**src/rtl/barrel_thread_sched.sv**
```systemverilog
// ============================================================================
// Module   : barrel_thread_sched
// Brief    : Round-robin barrel scheduler. Issues one eligible thread per cycle
//            into a fixed-latency pipeline. Optional perf counters are built
//            only when BARREL_SCHED_PERF_CNT_EN is defined.
// Revision : 1.0 - initial release
// ============================================================================
`default_nettype none

module barrel_thread_sched #(
   parameter int NUM_THREADS = 16,
   parameter int LATENCY     = 5,
   localparam int TID_W      = ($clog2(NUM_THREADS) > 1) ? $clog2(NUM_THREADS) : 1
) (
   input  logic                   clk,
   input  logic                   reset,
   input  logic [NUM_THREADS-1:0] i_thread_en,
   input  logic                   i_start,
   input  logic                   i_stop,
   input  logic                   i_ready,
   output logic                   o_issue_valid,
   output logic [TID_W-1:0]       o_issue_tid,
   output logic                   o_done_valid,
   output logic [TID_W-1:0]       o_done_tid,
   output logic [NUM_THREADS-1:0] o_busy,
   output logic [1:0]             o_state,
   output logic                   o_drained,
   output logic [31:0]            o_issue_cnt,
   output logic [31:0]            o_idle_cnt
);

   typedef enum logic [1:0] {
      ST_IDLE  = 2'd0,
      ST_RUN   = 2'd1,
      ST_DRAIN = 2'd2
   } state_t;

   localparam logic [NUM_THREADS-1:0] c_one = NUM_THREADS'(1);
   localparam logic [TID_W:0]         c_nt  = (TID_W+1)'(NUM_THREADS);
   localparam logic [TID_W-1:0]       c_last_tid = TID_W'(NUM_THREADS - 1);

   state_t                           r_state;
   state_t                           w_state_next;
   logic [NUM_THREADS-1:0]           r_busy;
   logic [TID_W-1:0]                 r_last_tid;
   logic [LATENCY-1:0]               r_dl_valid;
   logic [LATENCY-1:0][TID_W-1:0]    r_dl_tid;

   logic [NUM_THREADS-1:0]           w_done_mask;
   logic [NUM_THREADS-1:0]           w_busy_next;
   logic [NUM_THREADS-1:0]           w_elig;
   logic [NUM_THREADS-1:0]           w_rot;
   logic [NUM_THREADS-1:0]           w_issue_mask;
   logic [TID_W-1:0]                 w_rr_start;
   logic [TID_W:0]                   w_rot_back;
   logic [TID_W-1:0]                 w_off;
   logic                             w_sum_c;
   logic [TID_W-1:0]                 w_sum_lo;
   logic [TID_W-1:0]                 w_sel_tid;
   logic                             w_issue;
   logic                             w_dl_empty;
   logic [LATENCY:0]                 w_dl_valid_in;
   logic [LATENCY:0][TID_W-1:0]      w_dl_tid_in;

   // A thread completing this cycle is already free for re-issue.
   assign w_done_mask = o_done_valid ? (c_one << r_dl_tid[LATENCY-1]) : '0;
   assign w_busy_next = r_busy & ~w_done_mask;
   assign w_elig      = i_thread_en & ~w_busy_next;
   assign w_dl_empty  = ~(|r_dl_valid);

   // Rotate the eligible mask so bit 0 is the round-robin starting point.
   assign w_rr_start = (r_last_tid == c_last_tid) ? '0 : r_last_tid + TID_W'(1);
   assign w_rot_back = c_nt - {1'b0, w_rr_start};
   assign w_rot      = (w_elig >> w_rr_start) | (w_elig << w_rot_back);

   always_comb begin
      w_off = '0;
      for (int i = NUM_THREADS - 1; i >= 0; i--) begin
         if (w_rot[i]) begin
            w_off = TID_W'(i);
         end
      end
   end

   // Map the rotated offset back to an absolute tid, modulo NUM_THREADS.
   assign {w_sum_c, w_sum_lo} = {1'b0, w_rr_start} + {1'b0, w_off};
   assign w_sel_tid = (w_sum_c || ({1'b0, w_sum_lo} >= c_nt))
                      ? (w_sum_lo - c_nt[TID_W-1:0]) : w_sum_lo;

   assign w_issue      = (r_state == ST_RUN) && i_ready && !i_stop && (|w_elig);
   assign w_issue_mask = w_issue ? (c_one << w_sel_tid) : '0;

   assign w_dl_valid_in = {r_dl_valid, w_issue};
   assign w_dl_tid_in   = {r_dl_tid, (w_issue ? w_sel_tid : TID_W'(0))};

   always_comb begin
      w_state_next = r_state;
      o_drained    = 1'b0;
      case (r_state)
         ST_IDLE: begin
            if (i_start) begin
               w_state_next = ST_RUN;
            end
         end
         ST_RUN: begin
            if (i_stop) begin
               w_state_next = ST_DRAIN;
            end
         end
         ST_DRAIN: begin
            if ((w_busy_next == '0) && w_dl_empty) begin
               w_state_next = ST_IDLE;
               o_drained    = 1'b1;
            end
         end
         default: begin
            w_state_next = ST_IDLE;
         end
      endcase
   end

   always_ff @(posedge clk) begin
      if (!reset) begin
         r_state    <= ST_IDLE;
         r_busy     <= '0;
         r_last_tid <= c_last_tid;
         r_dl_valid <= '0;
         r_dl_tid   <= '0;
      end else begin
         r_state    <= w_state_next;
         r_busy     <= w_busy_next | w_issue_mask;
         r_dl_valid <= w_dl_valid_in[LATENCY-1:0];
         r_dl_tid   <= w_dl_tid_in[LATENCY-1:0];
         if (w_issue) begin
            r_last_tid <= w_sel_tid;
         end
      end
   end

   assign o_issue_valid = w_issue;
   assign o_issue_tid   = w_issue ? w_sel_tid : '0;
   assign o_done_valid  = r_dl_valid[LATENCY-1];
   assign o_done_tid    = r_dl_valid[LATENCY-1] ? r_dl_tid[LATENCY-1] : '0;
   assign o_busy        = r_busy;
   assign o_state       = r_state;

`ifdef BARREL_SCHED_PERF_CNT_EN
   logic [31:0] r_issue_cnt;
   logic [31:0] r_idle_cnt;

   always_ff @(posedge clk) begin
      if (!reset) begin
         r_issue_cnt <= '0;
         r_idle_cnt  <= '0;
      end else begin
         if (w_issue) begin
            r_issue_cnt <= r_issue_cnt + 32'd1;
         end
         if ((r_state == ST_RUN) && !w_issue) begin
            r_idle_cnt <= r_idle_cnt + 32'd1;
         end
      end
   end

   assign o_issue_cnt = r_issue_cnt;
   assign o_idle_cnt  = r_idle_cnt;
`else
   assign o_issue_cnt = '0;
   assign o_idle_cnt  = '0;
`endif

endmodule

`default_nettype wire

```
**config.mk**
```make
export PLATFORM = sky130hd
export DESIGN_NAME = barrel_thread_sched
export DESIGN_NICKNAME = d
export VERILOG_FILES = /design/src/rtl/barrel_thread_sched.sv
export SDC_FILE = /design/constraint.sdc
export NUM_CORES = 1
export LEC_CHECK = 0
export BUFFER_PORTS_ARGS = -buffer_cell sky130_fd_sc_hd__buf_4
export CAP_MARGIN = 0
export CORE_MARGIN = 8
export CORE_UTILIZATION = 56
export DETAILED_ROUTE_END_ITERATION = 7
export PLACE_DENSITY = 0.82
export SKIP_LAST_GASP = 1
export SYNTH_ARGS = -nofsm -noshare
export SYNTH_HDL_FRONTEND = slang
export SYNTH_SLANG_ARGS = --single-unit
export TNS_END_PERCENT = 30
```
**constraint.sdc**
```tcl
create_clock -name clk -period 6.6 [get_ports clk]
set_input_delay 0.33 -clock clk [delete_from_list [all_inputs] [get_ports clk]]
set_output_delay 0.33 -clock clk [all_outputs]
set_load 0.005 [all_outputs]
```
# Word-level counts from Yosys, hierarchy flattened
# Index checks and enable logic that the tools add are counted.
[op_classes]
n_addsub = 3
n_shift = 4
n_eq_ne = 6
reduce_logical = 10
bitwise_logic = 7
n_mux = 27
[ops]
columns = ["op", "count"]
rows = [
  ["$mux W4", 19],
  ["$and A16 B16 Y16", 2],
  ["$mux W16", 2],
  ["$not A16 Y16", 2],
  ["$or A16 B16 Y16", 2],
  ["$shl A1 B4 Y16 const A", 2],
  ["$logic_not A16 Y1", 1],
  ["$reduce_or A16 Y1", 1],
  ["$shl A16 B5 Y16", 1],
  ["$shr A16 B4 Y16", 1],
  ["$mux W2", 3],
  ["$ne A2 B2 Y1 const B", 3],
  ["$pmux W2 S3", 1],
  ["$reduce_or A5 Y1", 1],
  ["$sub A5 B4 Y5 const A", 1],
  ["$add A4 B1 Y4 const B", 1],
  ["$add A4 B4 Y4", 1],
  ["$eq A4 B4 Y1 const B", 1],
  ["$logic_and A1 B1 Y1", 4],
  ["$reduce_and A3 Y1", 1],
  ["$eq A2 B1 Y1 const B", 1],
  ["$eq A2 B2 Y1 const B", 1],
  ["$logic_not A2 Y1", 1],
  ["$mux W1", 2],
  ["2 further kinds", 2],
]
[word_totals]
input_bits = 21
reg_bits = 47
output_inout_bits = 93
word_cells = 66

# Longest topological paths before layout
# Gate-level depths: netlist (run 1).
[logic_depth]
depth_word = 28
ltp_mapped = 24

# Worst setup path before layout (run 1)
# OpenSTA, ideal clock, no wires.
[synth_timing]
kind = "register to register"
start = "register r_last_tid[1]"
end = "register r_busy[6] (netlist: o_busy[6])"
t_required_ps = 6462
arrival_ps = 4717
synth_period_minus_slack_ps = 4855
path_stages_with_launch = 20
path_slack_ps = 1745
n_path_buf = 4
path_cell_list = "dfxtp_1 -> ha_1 -> buf_2 -> clkinv_1 -> buf_1 -> buf_1 -> mux4_2 -> a221oi_1 -> nand2_1 -> o21bai_1 -> a311oi_1 -> o31ai_1 -> or3_1 -> fa_1 -> xor2_1 -> or2_2 -> clkbuf_1 -> nor2_1 -> nand4_1 -> o221ai_1"
[synth_between]
elab_chain_cells = 25
word_cells_on_any_way = 27
[synth_lines]
columns = ["item", "line_no", "rtl"]
rows = [
  ["start, declared", "45", "logic [TID_W-1:0] r_last_tid;"],
  ["start signal, assigned", "126", "r_last_tid <= c_last_tid;"],
  ["start signal, assigned", "135", "r_last_tid <= w_sel_tid;"],
  ["$add A4 B1 Y4 / $eq A4 B4 Y1 (equally long branches)", "72", "assign w_rr_start = (r_last_tid == c_last_tid) ? '0 : r_last_tid + TID_W'(1);"],
  ["$mux W4 *", "72", ""],
  ["$sub A5 B4 Y5", "73", "assign w_rot_back = c_nt - {1'b0, w_rr_start};"],
  ["$shl A16 B5 Y16", "74", "assign w_rot = (w_elig >> w_rr_start) | (w_elig << w_rot_back);"],
  ["$or A16 B16 Y16", "74", ""],
  ["$mux W4 (16 in series)", "79", "if (w_rot[i]) begin"],
  ["$add A4 B4 Y4 *", "86", "assign {w_sum_c, w_sum_lo} = {1'b0, w_rr_start} + {1'b0, w_off};"],
  ["$shl A1 B4 Y16 *", "91", "assign w_issue_mask = w_issue ? (c_one << w_sel_tid) : '0;"],
  ["$mux W16 *", "91", ""],
  ["$or A16 B16 Y16 *", "131", "r_busy <= w_busy_next | w_issue_mask;"],
  ["end signal, assigned", "131", ""],
  ["end, declared", "44", "logic [NUM_THREADS-1:0] r_busy;"],
]
# Mark *: on every way between the ends. The rest lies on a longest branch, timed or not.
# A chain may end at the register's enable or synchronous reset.

# Worst setup path after layout (run 1)
[layout_timing]
start = "register r_last_tid[0]"
end = "output port o_issue_tid[2]"
[layout_between]
elab_chain_cells = 23
word_cells_on_any_way = 25
[layout_lines]
columns = ["item", "line_no", "rtl"]
rows = [
  ["$add A4 B1 Y4 / $eq A4 B4 Y1 (equally long branches)", "72", ""],
  ["$mux W4 *", "72", ""],
  ["$sub A5 B4 Y5", "73", ""],
  ["$shl A16 B5 Y16", "74", ""],
  ["$or A16 B16 Y16", "74", ""],
  ["$mux W4 (16 in series)", "79", ""],
  ["$add A4 B4 Y4 *", "86", ""],
  ["$mux W4 *", "141", "assign o_issue_tid = w_issue ? w_sel_tid : '0;"],
  ["end, declared", "22", "output logic [TID_W-1:0] o_issue_tid,"],
]
# Marks and branches as above.

==> metrics.txt, run 1 <==
Critical-path top delay cell=dfxtp_2; Max Cap Violations=0; sink of the worst hold path=o_state[1]$_SDFFE_PN0P_; NetSw=0.355 mW; final worst-path cycle share=0.933; cell type with the largest total area after synthesis=dfxtp_1; min Tclk post-route=6.16 ns; HP Start=i_stop; GP Congestion=1.03; Die Span Y=111 um; nets=717; Pint=0.490 mW; Num CTS Buffers=5; VDD IR max=0.000119 V; crit path kind=register to output pin; vias post-DR=5370; FP Rows=34; CTS Buffer Depth=2; Netlist cell types=between 90 and 100; Die Area=~12000 sq um; Power, Total=0.844 mW; YS warnings=0; worst r2r path cells=19; syn avg cell area=7.62 sq um; xor/xnor share of the synthesized area=0.00837; ANT nets after route=0; hpwl dp=14.2 mm; htree depth=2; top_reg_cell synth=dfxtp_1; Seq cells post-synth=between 40 and 50; root buf cell=clkbuf_8; DR DRC count=0; crit path DAT=5.83 ns; leak pwr=2.18 nW; critical path, cell by cell=ha_2, a31o_4, inv_2, a211oi_1, a21oi_1, mux4_2, a221oi_1, nand2_1, o21bai_1, a311oi_1, o31ai_1, or3_1, fa_1, xor2_1, buf_4, or2_2, inv_1, buf_4; DR pass1 iterations=5; final WL=18.2 mm; largest net degree at the start of global routing=48; Sequential Power Share=0.346; Area Overhead vs Synth=4.45%; R2R setup slack=0.69 ns; initial core utilization=0.580; startpoint types=register; GRT Util Overall=0.280; worst-path fanout max=34; TNS Setup=0 ns; RR Endpoint=o_busy[7]$_SDFF_PN0_; Synth async-reset ratio=0; Final Hold Fails=0; Pwr Density=159 nW/um^2; Gate power share=0.438; CP max stage delay=0.52 ns; largest cells by area after synthesis=dfxtp_1 (19%), buf_4 (10%), nor2_1 (3.8%), and2_1 (3.7%), nand2_1 (3.5%); largest family of logic cells by synthesized area=compound AO/OA/AOI/OAI gates; drt wl/cell=22.8 um; EDFF count, synth=0; Slew @ Worst Pin=0.951 ns; Fillers=816; die width=111 um; initial antenna violation count=0; core box area=8760 sq um; post-CTS setup buffers=0; IO Port Bufs=49; Worst path most repeated cell=buf_4; status=complete, no violations; CP top delay family=compound AO/OA/AOI/OAI gates; crit end category=output pin; Compound-Gate Fraction of Synth Area=0.334; Setup Viol. Count Final=0; register area share after synthesis=0.185; adder-cell share of the synthesized area=0.0138; DRT iter0 DRCs=631; mux contribution to synthesized area=0.0433; Crit path buffers/inverters=4; RSZ-0062 raised after global routing=no; setup skew after layout=between 0.01 and 0.015 ns; layout cell share with drive strength beyond 1=0.156; hold path cells=3; sw frac=0.420; Clk pin slew, worst setup/hold paths=about 0.1 ns; reg2reg start=r_last_tid[0]$_SDFFE_PN1P_; Synth Area in Simple Gates=0.261; f_max=0.162 GHz; Pins Over Slew Limit=0; clk sinks=47; worst rel slew slack=0.363; IO Count=around 110; synthesized area=5080 sq um; first-pass GRT wire length=28.6 mm; Clock Power Share=0.216; clock insertion delay at the later pin of the skew report=0.31 ns; commonest non-fill, non-tap cells in the layout=conb_1 (64), buf_4 (64), nor2_1 (51); CTS tree=done; aggregate global routing overflow=0; vias in the first global route=5127; Vias/cell=6.71; ANT cells=0; worst path required time=between 6 and 7 ns; Cells after Synth=667; worst hold path type=input port to register; Yosys top cell area share=0.185
## synthesized netlist by cell type, types with 4 or more instances
cell type and count:
nor3_1 23, o211a_1 8, nor2b_1 15, o21a_1 5, a32o_1 4, nor3b_1 5, ha_1 4, and3b_1 5
mux2i_1 13, a21oi_1 28, a21boi_0 4, o21ai_1 9, nand3b_1 6, nor2_1 51, nand2_1 48, o2111ai_1 4
dfxtp_1 47, clkbuf_1 15, nand3_1 20, nor4_1 4, o211ai_1 16, buf_6 4, a311oi_1 5, a211oi_1 22
buf_2 17, a21o_1 8, inv_1 11, and2_1 30, buf_4 68, o221ai_1 6, a31oi_1 9, nand2b_1 14
o32ai_1 4, o21ai_0 23, nand4_1 4, buf_1 6, a211o_1 8, o31ai_1 4, o22ai_1 4
## area by class of cell
| cell class | instances | area (sq um) | area share |
|---|---|---|---|
| multi-input combinational | 557 | 3600 | 0.678 |
| clock inverter | 2 | 17.5 | 0.00330 |
| sequential | 47 | 942 | 0.177 |
| clock buffer | 6 | 72.6 | 0.0137 |
| tap | 108 | 135 | 0.0254 |
| inverter | 16 | 60.1 | 0.0113 |
| timing repair buffer | 64 | 480 | 0.0905 |
## state kept, by name (all words and copies together), names as in the netlist
name        flops
r_last_tid      4
r_dl_valid      5
o_busy         16
o_state         2
r_dl_tid       20
## cells by family (layout without fill, tap and decap cells)
kind of cell,count (synthesis),in the layout
muxes,18,18
and+or+nand+nor,248,248
DFF,47,47
xor gates and xnor gates,4,4
buffers and inverters,126,88
other,1,64
AOI/OAI and AO/OA,218,218
adders and majority gates,5,5
## through the flow
stage          utilization  worst slack (ns)  hold slack [ns]  instance area, sq um  instances
2_1_floorplan            -              1.75            0.406                  5320        730
3_3_place_gp         0.595             0.690            0.412                  5220        792
3_5_place_dp         0.595             0.500            0.419                  5220        792
4_1_cts              0.606             0.187            0.321                  5310        800
5_1_grt              0.606            0.0559            0.337                  5310        800
6_report             0.606             0.443            0.315                  5310        800
## power groups by stage
stage                     clock [mW]  combinational [mW]  sequential, mW
final                          0.182               0.370           0.292
after global routing           0.190               0.396           0.293
after detailed placement           0               0.353           0.299
after floorplan                    0               0.277           0.297
after CTS                      0.181               0.355           0.292
after global placement             0               0.356           0.298
## layer usage
layer	up-vias	part of all wire	GRT usage
met2	375	0.47	0.451
met1	2521	0.37	0.338
met5	-	0	0
li1	2401	-	-
met3	73	0.11	0.0633
met4	0	0.054	0.148
## repair_timing
item,in CTS,in global routing
hold buffers,0,0
endpoints found under the setup margin,0,5
resized for setup,0,2
## how the worst max path moves through the flow
| stage | startpoint | end | slack [ns] | depth (start not counted) |
|---|---|---|---|---|
| after floorplan | r_last_tid[1]$_SDFFE_PN1P_ | o_busy[6]$_SDFF_PN0_ | 1.75 | 19 |
| after global placement | r_last_tid[0]$_SDFFE_PN1P_ | o_issue_tid[2] | 0.69 | 18 |
| after detailed placement | r_last_tid[0]$_SDFFE_PN1P_ | o_busy[7]$_SDFF_PN0_ | 0.50 | 19 |
| after CTS | r_last_tid[0]$_SDFFE_PN1P_ | o_issue_tid[2] | 0.19 | 18 |
| after global routing | r_last_tid[1]$_SDFFE_PN1P_ | o_issue_tid[3] | 0.06 | 19 |
| final | r_last_tid[0]$_SDFFE_PN1P_ | o_issue_tid[2] | 0.44 | 18 |
## worst reg2reg max path, cell delays in order, from the launching register on
cell      delay, ns
dfxtp_2        0.52
ha_2           0.41
a31o_4         0.47
inv_2          0.35
a211oi_1       0.33
a21oi_1        0.12
mux4_2         0.48
a221oi_1       0.35
nand2_1        0.14
o21bai_1       0.17
a311oi_1       0.29
o31ai_1        0.16
or3_1          0.36
fa_1           0.45
xor2_1         0.18
buf_4          0.16
or2_2          0.39
nor2_1         0.23
nand2_1        0.10
o221ai_1       0.18
Note: power is estimated with default switching activity, not from simulation.
==> run 2, diff against run 1 <==
CELL_PAD_IN_SITES_DETAIL_PLACEMENT = 2   (was unset)
CELL_PAD_IN_SITES_GLOBAL_PLACEMENT = 2   (was unset)
CORE_UTILIZATION = 31   (was 56)
CTS_CLUSTER_SIZE = 30   (was unset)
PLACE_DENSITY = unset   (was 0.82)
PLACE_DENSITY_LB_ADDON = 0.1   (was unset)
==> metrics.txt, run 2 (synthesis results as in run 1) <==
core box area=16300 sq um; layout cell share with drive strength beyond 1=0.160; Most flops, register=r_dl_tid; DRT iter0 DRCs=between 200 and 300; RR Endpoint=o_busy[6]$_SDFF_PN0_; IO Count=114; ANT nets after route=0; CTS tree=done; startpoint types=register; Vias/cell=approximately 5.7; sink of the worst hold path=o_state[0]$_SDFFE_PN0P_; crit path DAT=5.76 ns; Power, Total=~0.94 mW; VDD IR max=0.000107 V; Clk pin slew, worst setup/hold paths=around 0.070 ns; commonest non-fill, non-tap cells in the layout=buf_4 (67), conb_1 (64), nor2_1 (51); initial antenna violation count=0; worst path required time=6.27 ns; Area Overhead vs Synth=8.76%; hold path cells=3; Pins Over Slew Limit=0; hold_buf cts=0; worst hold path type=input port to register; final non-filler cell total=915; drt wl/cell=roughly 24 um; Slew @ Worst Pin=1.06 ns; vias in the first global route=around 5.7k; first-pass GRT wire length=34.0 mm; placed cell count=907; worst r2r path cells=18; Final Hold Fails=0; setup skew after layout=0.00579 ns; crit path kind=register to output pin; status=complete, no violations; final worst-path cycle share=0.922; CTS Buffer Depth=2; Pwr Density=169 nW/um^2; post-route cell area=5530 sq um; Place WS=0.635 ns; worst hold slack=0.328 ns; largest net degree at the start of global routing=between 40 and 50; Max Cap Violations=0; worst rel slew slack=0.291; Core Util, Final=0.339; IO Port Bufs=49; f_max=0.164 GHz; die width=144 um; vias post-DR=about 5.2k; TNS Setup=0 ns; htree depth=2; Post-CTS Resized=0; aggregate global routing overflow=0; HP Start=i_start; root buf cell=clkbuf_16; Die Area=roughly 21000 sq um; hpwl dp=17.7 mm; min Tclk post-route=6.09 ns; leak pwr=roughly 2.2 nW; max reg flops=20; clock insertion delay at the later pin of the skew report=0.29 ns; final WL=approximately 22 mm; PnR worst setup slack=0.515 ns; GRT Util Overall=0.213; post-CTS setup buffers=0; Setup Viol. Count Final=0; R2R setup slack=0.78 ns; worst-path fanout max=29; GP Congestion=about 0.90; crit end category=output pin; DR pass1 iterations=4; initial core utilization=0.312; clk sinks=47; most common cell after layout, fill and taps aside=buf_4; FP Rows=between 40 and 50; reg2reg start=r_last_tid[0]$_SDFFE_PN1P_; DR DRC count=0; dpl cell area=about 5400 sq um; RSZ-0062 raised after global routing=no; Die Span Y=~140 um; ANT cells=0; nets=720; Num CTS Buffers=5
## run 2: cell count changes in the layout (fill, tap and decap cells not counted)
cell and delta:
clkbuf_16 +5, clkbuf_8 -5, buf_4 +3, clkbuf_1 -1, clkinv_2 +1, clkinv_4 -1
dfxtp_1 +1, dfxtp_2 -1, inv_6 +1, o21ai_0 +1, o21ai_1 -1
## run 2: worst max-delay path by stage
stage | start | cells after the start | endpoint | slack (ns)
after global placement | r_last_tid[0]$_SDFFE_PN1P_ | 17 | o_issue_tid[2] | 0.80
final | r_last_tid[0]$_SDFFE_PN1P_ | 15 | o_issue_tid[1] | 0.51
after global routing | r_last_tid[0]$_SDFFE_PN1P_ | 19 | o_issue_tid[3] | 0.16
after detailed placement | r_last_tid[0]$_SDFFE_PN1P_ | 18 | o_busy[6]$_SDFF_PN0_ | 0.64
after CTS | r_last_tid[0]$_SDFFE_PN1P_ | 19 | o_issue_tid[3] | 0.34
after floorplan | r_last_tid[1]$_SDFFE_PN1P_ | 19 | o_busy[6]$_SDFF_PN0_ | 1.75
## run 2: per-layer routing
metal	part of all wire	GRT usage	vias to the layer above	routed length (um)
li1	-	-	2406	-
met1	0.43	0.269	2608	9530
met2	0.50	0.371	139	10900
met3	0.046	0.0248	29	999
met4	0.022	0.0631	0	477
met5	0	0	-	0
## run 2: critical path, cell delays in order (launching register included)
cell and delay, ns:
dfxtp_1 0.68, ha_2 0.50, a31o_4 0.21, inv_2 0.24
a211oi_1 0.34, a21oi_1 0.14, mux4_2 0.51, a221oi_1 0.38
nand2_1 0.15, o21bai_1 0.18, a311oi_1 0.30, o31ai_1 0.13
or3_1 0.38, fa_1 0.92, nor2_1 0.17, buf_4 0.20
## run 2: final cells by class
cell class              count  area (sq um)
flip-flops and latches     47           941
clock buffers               5           125
well taps                 220           275
multi-input cells         557          3600
fillers                  1947         10800
inverters                  16          60.1
repair buffers             67           503
clock inverters             3          22.5
## run 2: power by group
| part | total (mW) | internal (mW) | switching (mW) | leakage (nW) |
|---|---|---|---|---|
| combinational | 0.383 | 0.129 | 0.254 | 1.77 |
| clock | 0.259 | 0.142 | 0.117 | 0.0742 |
| sequential | 0.294 | 0.287 | 0.00713 | 0.379 |
| total | 0.936 | 0.558 | 0.378 | 2.22 |
==> run 3, diff against run 2 <==
MAX_ROUTING_LAYER = met4   (was unset)
SETUP_SLACK_MARGIN = 0.05   (was unset)
==> metrics.txt, run 3 (synthesis results as in run 1) <==
status=complete, no violations; Die Area=20800 sq um; IO Port Bufs=49; initial antenna violation count=0; VDD IR max=just over 0.0001 V; worst hold path type=input port to register; CTS tree=done; vias post-DR=5255; Pwr Density=170 nW/um^2; IO Count=114; Setup Viol. Count Final=0; Most flops, register=r_dl_tid; worst hold slack=roughly 0.33 ns; R2R setup slack=0.76 ns; f_max=0.164 GHz; GP Congestion=0.916; RSZ-0062 raised after global routing=no; layout cell share with drive strength beyond 1=0.158; Pins Over Slew Limit=0; max reg flops=20; crit path DAT=5.78 ns; DRT iter0 DRCs=around 270; Max Cap Violations=0; hold_buf cts=0; initial core utilization=0.312; FP Rows=47; min Tclk post-route=just over 6 ns; DR pass1 iterations=5; ANT cells=0; worst rel slew slack=0.326; Final Hold Fails=0; root buf cell=clkbuf_16; Vias/cell=5.74; vias in the first global route=5677; die width=144 um; clk sinks=47; crit end category=output pin; ANT nets after route=0; hold path cells=3; largest net degree at the start of global routing=43; most common cell after layout, fill and taps aside=buf_4; Num CTS Buffers=5; clock insertion delay at the later pin of the skew report=0.29 ns; Clk pin slew, worst setup/hold paths=0.07 ns; worst-path fanout max=29; Die Span Y=approximately 140 um; worst path required time=approximately 6.3 ns; drt wl/cell=24.0 um; final worst-path cycle share=0.925; first-pass GRT wire length=34.1 mm; TNS Setup=0 ns; leak pwr=2.22 nW; Slew @ Worst Pin=1.01 ns; final WL=21.9 mm; CTS Buffer Depth=2; crit path kind=register to output pin; hpwl dp=17.7 mm; worst r2r path cells=17; core box area=16300 sq um; startpoint types=register; Area Overhead vs Synth=8.81%; post-CTS setup buffers=0; setup skew after layout=0.00520 ns; commonest non-fill, non-tap cells in the layout=buf_4 (67), conb_1 (64), nor2_1 (51); nets=720; aggregate global routing overflow=0; GRT Util Overall=0.220; htree depth=2; DR DRC count=0; Post-CTS Resized=0
-- run 3: stage by stage --
| step | instances | total power [mW] | worst slack (ns) | area [sq um] | utilization |
|---|---|---|---|---|---|
| 4_1_cts | 915 | 0.945 | 0.568 | 5530 | 0.340 |
| 3_5_place_dp | 907 | 0.675 | 0.881 | 5380 | 0.330 |
| 2_1_floorplan | 730 | 0.574 | 1.75 | 5320 | - |
| 5_1_grt | 915 | 0.990 | 0.177 | 5530 | 0.340 |
| 3_3_place_gp | 907 | 0.667 | 1.00 | 5380 | 0.330 |
| 6_report | 915 | 0.942 | 0.492 | 5530 | 0.340 |
-- run 3: worst max-delay path: stages, from the launching register on --
cell and delay, ns:
dfxtp_1 0.49, ha_1 0.60, a31o_4 0.25, inv_2 0.23, a211oi_1 0.37, a21oi_1 0.16
mux4_2 0.53, a221oi_1 0.38, nand2_1 0.14, o21bai_1 0.19, a311oi_1 0.30, o31ai_1 0.13
nor3_1 0.25, ha_1 0.29, a21o_1 0.16, a21oi_1 0.17, xnor2_1 0.20, xnor2_2 0.37
nor2_1 0.07, buf_4 0.17
-- run 3: layout make-up --
type                    instances  area (sq um)
flip-flops and latches         47           941
multi-input cells             557          3600
inverters                      16          60.1
well taps                     220           275
repair buffers                 67           503
clock inverters                 3          27.5
fillers                      1974         10800
clock buffers                   5           125
-- run 3: power breakdown --
part | total [mW] | switching [mW] | internal, mW | leakage [nW]
Combinational | 0.383 | 0.256 | 0.128 | 1.77
Clock | 0.265 | 0.120 | 0.145 | 0.0723
Sequential | 0.293 | 0.00630 | 0.287 | 0.379
Total | 0.942 | 0.382 | 0.560 | 2.22
-- run 3: per-layer routing --
metal | up-vias | global-route usage | part of all wire
met2 | 164 | 0.367 | 0.48
li1 | 2404 | - | -
met4 | 0 | 0.0819 | 0.034
met1 | 2644 | 0.265 | 0.44
met5 | - | - | 0
met3 | 43 | 0.0294 | 0.045
-- run 3: worst paths after layout --
| check | startpoint | to |
|---|---|---|
| worst min-delay path | i_start | o_state[0]$_SDFFE_PN0P_ |
| worst min register to register | r_dl_tid[10]$_SDFF_PN0_ | r_dl_tid[14]$_SDFF_PN0_ |
| worst max-delay path | r_last_tid[1]$_SDFFE_PN1P_ | o_issue_tid[3] |
| worst max register to register | r_last_tid[1]$_SDFFE_PN1P_ | o_busy[3]$_SDFF_PN0_ |
